### src/rtl/uart_tx_arbiter.sv
// Four-requester round-robin arbiter feeding one 8E1 UART transmitter.
// Frame is start, 8 data bits MSB first, even parity, stop.
module uart_tx_arbiter #(
  parameter int CLKS_PER_BIT = 16
) (
  input  logic        clk,
  input  logic        rst_n,
  input  logic [3:0]  req,
  input  logic [31:0] data_in,
  output logic [3:0]  gnt,
  output logic        tx,
  output logic        busy,
  output logic        done
);

  localparam int CW = (CLKS_PER_BIT > 1) ?
                      $clog2(CLKS_PER_BIT) : 1;
  localparam logic [CW-1:0] LAST = CW'(CLKS_PER_BIT - 1);
  localparam logic [CW-1:0] PRE  = CW'(CLKS_PER_BIT - 2);

  typedef enum logic [2:0] {
    IDLE,
    START,
    DATA,
    PARITY,
    STOP
  } state_t;

  state_t          state;
  logic [CW-1:0]   cnt;
  logic [2:0]      bit_idx;
  logic [7:0]      byte_q;
  logic [1:0]      last_grant;

  logic            hit;
  logic [1:0]      sel;
  logic [1:0]      idx;
  logic            bit_end;
  logic            arb;

  assign bit_end = (cnt == LAST);

  // Arbitrate on a free IDLE cycle, or on the last STOP cycle so the
  // grant pulse lands in the single IDLE cycle between frames.
  assign arb = (state == IDLE && gnt == 4'b0000) ||
               (state == STOP && bit_end);

  always_comb begin
    hit = 1'b0;
    sel = '0;
    idx = '0;
    for (int k = 1; k <= 4; k++) begin
      idx = last_grant + 2'(k);
      if (!hit && req[idx]) begin
        hit = 1'b1;
        sel = idx;
      end
    end
  end

  always_ff @(posedge clk or negedge rst_n) begin
    if (!rst_n) begin
      state      <= IDLE;
      cnt        <= '0;
      bit_idx    <= '0;
      byte_q     <= '0;
      last_grant <= 2'd3;
      gnt        <= '0;
      tx         <= 1'b1;
      busy       <= 1'b0;
      done       <= 1'b0;
    end else begin
      gnt  <= '0;
      done <= 1'b0;
      if (state != IDLE)
        cnt <= bit_end ? '0 : cnt + 1'b1;
      unique case (state)
        IDLE: begin
          if (gnt != 4'b0000) begin
            state <= START;
            tx    <= 1'b0;
            busy  <= 1'b1;
            cnt   <= '0;
          end
        end
        START: begin
          if (bit_end) begin
            state   <= DATA;
            tx      <= byte_q[7];
            bit_idx <= '0;
          end
        end
        DATA: begin
          if (bit_end) begin
            if (bit_idx == 3'd7) begin
              state   <= PARITY;
              tx      <= ^byte_q;
              bit_idx <= '0;
            end else begin
              bit_idx <= bit_idx + 3'd1;
              tx      <= byte_q[3'd6 - bit_idx];
            end
          end
        end
        PARITY: begin
          if (bit_end) begin
            state <= STOP;
            tx    <= 1'b1;
          end
        end
        STOP: begin
          done <= (cnt == PRE);
          if (bit_end) begin
            state <= IDLE;
            busy  <= 1'b0;
          end
        end
        default: state <= IDLE;
      endcase
      if (arb && hit) begin
        gnt        <= 4'b0001 << sel;
        byte_q     <= data_in[{sel, 3'b000} +: 8];
        last_grant <= sel;
      end
    end
  end

endmodule

### config.mk
export PLATFORM = sky130hd
export DESIGN_NAME = uart_tx_arbiter
export DESIGN_NICKNAME = d
export VERILOG_FILES = /design/src/rtl/uart_tx_arbiter.sv
export SDC_FILE = /design/constraint.sdc
export NUM_CORES = 1
export LEC_CHECK = 0
export CORE_MARGIN = 10
export CORE_UTILIZATION = 46
export CTS_BUF_LIST = sky130_fd_sc_hd__clkbuf_2
export CTS_CLUSTER_DIAMETER = 50
export DETAILED_ROUTE_END_ITERATION = 6
export GPL_TIMING_DRIVEN = 0
export PLACE_DENSITY = 0.76
export SYNTH_ARGS = -nofsm -noshare
export SYNTH_HDL_FRONTEND = slang
export SYNTH_SLANG_ARGS = --single-unit
### constraint.sdc
create_clock -name clk -period 2.4 [get_ports clk]
set_input_delay 0.48 -clock clk [delete_from_list [all_inputs] [get_ports clk]]
set_output_delay 0.48 -clock clk [all_outputs]
set_load 0.01 [all_outputs]
==> After elaboration in Yosys (flattened, before gate mapping) <==
Index checks and enable logic that the tools add are counted.
{ "word_totals": {"register_bits": 27, "latch_bits": 0, "ram_bits": 0, "romBits": 0, "inputBits": 38, "out_inout_bits": 7, "elab_cells": 100, "mem_count": 0} }
{ "classes": {"addsub": 6, "multipliers": 0, "div_mod_pow": 0, "magnitude_cmp": 5, "eq_ne": 13, "n_shift": 2, "n_mux": 43, "bitwise_logic": 0, "reduce_logical": 22} }
{ "op_table": {"columns": ["operator", "count"], "rows": [
  ["variable part select 32 x 6 -> 8 bit", 1],
  ["2-to-1 mux 3 bit", 8],
  ["2-to-1 mux 4 bit", 5],
  ["2-to-1 mux 1 bit", 17],
  ["case mux 3 bit (5 select lines)", 1],
  ["< comparator 2 x 3 -> 1 bit, second input constant", 4],
  ["!= test 2 bit, second input constant", 5],
  ["binary-select mux 1 bit (select 2 bit)", 4],
  ["== test 4 bit, second input constant", 2],
  ["2-to-1 mux 2 bit", 4],
  ["nonzero test 4 bit", 2],
  ["parity 8 bit", 1],
  ["== test 3 x 2 -> 1 bit, second input constant", 2],
  ["== test 3 bit, second input constant", 2],
  ["logical AND 1 bit", 6],
  ["case mux 3 bit (2 select lines)", 1],
  ["AND reduction 3 bit", 2],
  ["AND reduction 6 bit", 1],
  ["AND reduction 5 bit", 1],
  ["adder 2 bit, second input constant", 2],
  ["adder 4 x 1 -> 4 bit, second input constant", 1],
  ["zero test 4 bit", 1],
  ["< comparator 3 x 4 -> 1 bit, second input constant", 1],
  ["case mux 1 bit (4 select lines)", 1],
  ["other kinds (13)", 16]
]} }

==> Logic depth before layout (Yosys ltp) <==
{ "logic_depth": {"ltp_word": 15, "depth_mapped": 8, "depth_no_buf": 6} }

==> Worst setup path after synthesis <==
Ideal clock, no wire load.
{ "synth_path": {"path_type": "reg2reg", "from": "reg last_grant[1]", "to": "reg byte_q[5]", "setup_time_ps": 104, "t_arrival_ps": 1800, "t_required_ps": 2296, "setup_slack_ps": 496, "stages_incl_launch_ff": 8, "path_buffers": 2, "period_less_slack_ps": 1904, "path_cell_list": "dfstp_2 > buf_6 > mux2i_1 > nor2_1 > a211oi_4 > buf_6 > mux2i_1 > a221oi_1"} }
{ "synth_between": {"elab_chain_cells": 14, "word_cells_on_any_way": 27, "classes_between": "add/sub (3); shift (1); mux (16); reduce/logical (7)"} }
{ "synth_lines": {"columns": ["item", "line_no", "text"], "rows": [
  ["from (decl)", "33", "logic [1:0] last_grant;"],
  ["from (signal assigned)", "123", "last_grant <= sel;"],
  ["adder 2 x 1 -> 2 bit", "53", "idx = last_grant + 2'(k);"],
  ["binary-select mux 1 bit (select 2 bit)", "54", "if (!hit && req[idx]) begin"],
  ["2-to-1 mux 1 bit (implied by the code)", "54", null],
  ["2-to-1 mux 1 bit", "54", null],
  ["zero test 1 bit", "54", null],
  ["logical AND 1 bit", "54", null],
  ["2-to-1 mux 1 bit", "54", null],
  ["zero test 1 bit", "54", null],
  ["logical AND 1 bit", "54", null],
  ["2-to-1 mux 1 bit", "54", null],
  ["zero test 1 bit", "54", null],
  ["logical AND 1 bit", "54", null],
  ["2-to-1 mux 2 bit or 2-to-1 mux 1 bit (tied branches)", "54", null],
  ["variable part select 32 x 6 -> 8 bit or logical AND 1 bit (tied branches)", "122, 120", null],
  ["to (signal assigned)", "122", "byte_q <= data_in[{sel, 3'b000} +: 8];"],
  ["to (decl)", "32", "logic [7:0] byte_q;"]
]} }
Parallel ways exist; a longest one is shown, timed or not. The select of a mux whose other input is x is not followed.
A chain may end at the register's enable or synchronous reset.

==> Worst setup path after layout <==
{ "layout_path": {"from": "in req[2]", "to": "reg byte_q[5]"} }
{ "layout_between": {"elab_chain_cells": 13, "word_cells_on_any_way": 24, "classes_between": "shift (1); mux (16); reduce/logical (7)"} }
{ "layout_lines": {"columns": ["item", "line_no", "text"], "rows": [
  ["from (decl)", "8", "input logic [3:0] req,"],
  ["binary-select mux 1 bit (select 2 bit)", "54", null],
  ["2-to-1 mux 1 bit (implied by the code)", "54", null],
  ["2-to-1 mux 1 bit", "54", null],
  ["zero test 1 bit", "54", null],
  ["logical AND 1 bit", "54", null],
  ["2-to-1 mux 1 bit", "54", null],
  ["zero test 1 bit", "54", null],
  ["logical AND 1 bit", "54", null],
  ["2-to-1 mux 1 bit", "54", null],
  ["zero test 1 bit", "54", null],
  ["logical AND 1 bit", "54", null],
  ["2-to-1 mux 2 bit or 2-to-1 mux 1 bit (tied branches)", "54", null],
  ["variable part select 32 x 6 -> 8 bit or logical AND 1 bit (tied branches)", "122, 120", null]
]} }
Parallel ways exist; a longest one is shown, timed or not. The select of a mux whose other input is x is not followed.

==> impl_metrics.csv <==
group,metric,value,unit
worst_setup_path,crit_chain,"clkdlybuf4s50_1 -> inv_1 -> a22o_1 -> a211oi_4 -> buf_6 -> mux2i_1 -> a221oi_1",
sta,setup_violations,0,
sta,grt_setup_unrepaired,"no",
cts,clk-insertion-delay-late,0.35,ns
flow_run,maxCapViolCount,0,
routing,top_layer_used,"met4",
cts,clock-sinks,27,
pwr,power,2.066,mW
die,start_util,49.07,%
yosys,synth-edff-count,0,
worst_setup_path,required,2.65,ns
cts,root_buffer,"clkbuf_2",
global_routing,antenna_found_initial,0,
hold_path,hold_class,"reg2reg",
place,placed_cells,274,
yosys,ys_seq_elements,27,
cts,clkTransAtPathRegs,0.23,ns
worst_setup_path,critPathMaxStageDelay,0.61,ns
yosys,synth_cells,184,
yosys,synthDistinctLibCells,38,
place,portBuffers,44,
sta,fin_crit,2.339,ns
die,die_h,80.60,um
pwr,leakage,0.9421,nW
die,num_rows,21,
routing,antenna_left,0,
final_layout,diodes,0,
yosys,syn_area_per_cell,9.180,um2
sta,finalHoldViolCount,0,
pwr,p_per_area,932.0,nW/um2
sta,tightest_slew,1.145,ns
final_layout,nNetsFinal,276,
sta,tns,0,ns
routing,num_vias,1492,
routing,viasPerCell,5.367,
yosys,yosys_most_used_dff,"dfrtp_1",
pwr,max-vdd-ir-drop,382.9,uV
routing,drt_iter0_markers,52,
worst_setup_path,crit_type,"in2reg",
yosys,synth-async-reset-ratio,100.0,%
global_routing,grt_max_degree,28,
yosys,ys_warn_count,0,
cts,cts_buffers,3,
place,dp_slack,-0.2807,ns
die,core,3442,um2
sta,final.setup.worst_slack,0.06119,ns
cts,cts.htree.levels,1,
sta,drv_slew,0,
routing,wl_met3,369,um
routing,drc,0,
worst_setup_path,crit_slowest_cell,"clkdlybuf4s50_1",
worst_setup_path,cp-start-kind,"primary input",
die,io_pins,45,
worst_setup_path,endpoint_kind,"flip-flop",
cts,cts_setup_buffers,0,
final_layout,fill_cells,313,
worst_setup_path,crit_fanout,10,
run_status,status,"completed",
global_routing,first_global_vias,1520,
place,hpwlAfterDp,3115,um
place,place_congestion,0.8167,
die,die_w,80.60,um
yosys,ys_seq_area_share,40.22,%
sta,clock.fmax,427.6,MHz
cts,clockBufferDepth,2,
die,die-area,6496,um2
final_layout,fin_cells,278,
final_layout,layout-drive-gt1-share,7.759,%
routing,wirelength,3880,um
yosys,synth_area,1689,um2
routing,m1WireLength,1838,um
worst_setup_path,critical-path-top-delay-family,"compound AO/OA/AOI/OAI gates",
yosys,syn_nets,227,
sta,finalClockSkew,0.001469,ns
global_routing,grt_pass1_wl,6720,um
routing,wl_per_cell,13.96,um
sta,relSlewSlack,23.43,%
global_routing,grtUsageTotal,12.49,%
global_routing,gr-total-overflow,0,
worst_setup_path,cp_data_arrival_time,2.59,ns
final_layout,syn_to_final_growth,31.26,%
sta,finalCritPeriodShare,97.45,%
worst_setup_path,path_buf_inv,3,
routing,firstDrtPassIters,4,
cts,cts_tree,"done",
routing,dr_wl_met2,1650,um
[synthesized netlist by cell type (4+ instances only)]
cell type	n	area, um2
a221oi_1	9	78.83
and3_1	6	37.54
mux2i_1	11	110.1
nor2_1	22	82.58
dfrtp_1	24	600.6
nand3_1	5	25.02
a21oi_1	15	75.07
xnor2_1	8	70.07
ha_1	5	62.56
nand2_1	20	75.07
inv_1	4	15.01
clkbuf_1	6	22.52
o21ai_0	14	70.07
[final timing paths]
path,end,start,depth (start not counted),slack [ns]
min in group asynchronous,cnt[2],rst_n,1,0.70
worst max register to register,byte_q[5],state[0],8,0.16
worst min register to register,tx,tx,2,0.52
max in group asynchronous,byte_q[7],rst_n,1,1.03
worst min-delay path,tx,tx,2,0.52
worst max-delay path,byte_q[5],req[2],7,0.06
[power by group]
group / switching [mW] / internal [mW]
clock: 0.129 / 0.0440
sequential: 0.146 / 0.623
combinational: 0.551 / 0.573
[state kept, by name (all words and copies together) (netlist names)]
register    count
state           3
cnt             4
busy            1
gnt             4
bit_idx         3
done            1
tx              1
byte_q          8
last_grant      2
[worst reg2reg max path, cell delays in order (launching register included)]
cell      delay, ns
dfrtp_1        0.41
clkbuf_1       0.20
or2_2          0.33
clkbuf_1       0.19
a21oi_1        0.24
and2_1         0.20
buf_2          0.22
nor2_1         0.07
a221oi_1       0.28
[layout make-up]
class / count / area, um2 / area share (%)
Inverter: 4 / 15.01 / 0.6772
Sequential cell: 27 / 679.4 / 30.64
Buffer: 9 / 50.05 / 2.257
Clock buffer: 4 / 20.02 / 0.9029
Multi-Input combinational cell: 144 / 954.7 / 43.06
Tap cell: 46 / 57.56 / 2.596
Timing Repair Buffer: 44 / 440.4 / 19.86
[layer usage]
metal  vias up  GRT usage (%)
met3         4          5.568
met1       677          15.80
met4         0          3.169
met5         -              0
li1        765              -
met2        46          18.79
[placed cells by master, fill, tap and decap left out, types with 2 or more instances in the layout]
cell / Yosys / routed
dfrtp_1: 24 / 24
clkbuf_1: 6 / 6
nor2_1: 22 / 21
and3_1: 6 / 6
inv_1: 4 / 4
nand3_1: 5 / 5
o31ai_1: 3 / 3
a21oi_1: 15 / 15
o21ai_0: 14 / 14
clkdlybuf4s50_1: 0 / 44
clkbuf_2: 0 / 4
nor3_1: 3 / 3
a221oi_1: 9 / 9
ha_1: 5 / 5
xnor2_1: 8 / 8
dfstp_2: 3 / 3
nand2_1: 20 / 20
mux4_2: 2 / 2
nand2b_1: 2 / 2
nor3b_1: 2 / 2
mux2i_1: 11 / 11
buf_6: 2 / 2
[stage by stage]
stage	util [%]	cell area (um2)	hold WS, ns
6_report	64.41	2217	0.5227
2_1_floorplan	-	1689	0.1844
3_3_place_gp	63.54	2187	0.4989
5_1_grt	64.41	2217	0.5556
4_1_cts	64.12	2207	0.5279
3_5_place_dp	63.54	2187	0.5003
[timing repair]
item / CTS / global route
gates resized for setup: 0 / 2
setup endpoints to repair: 0 / 8
hold buffers: 0 / 0
[cell families after synthesis]
group / synth area share [%]
AO/OA/AOI/OAI: 19.56
flip-flops: 40.22
buffers and inverters: 3.851
adder cells (fa/ha/maj): 3.704
multiplexers: 9.185
AND/OR/NAND/NOR: 18.82
XOR/XNOR: 4.667
Power figures use the tool's default switching activity.
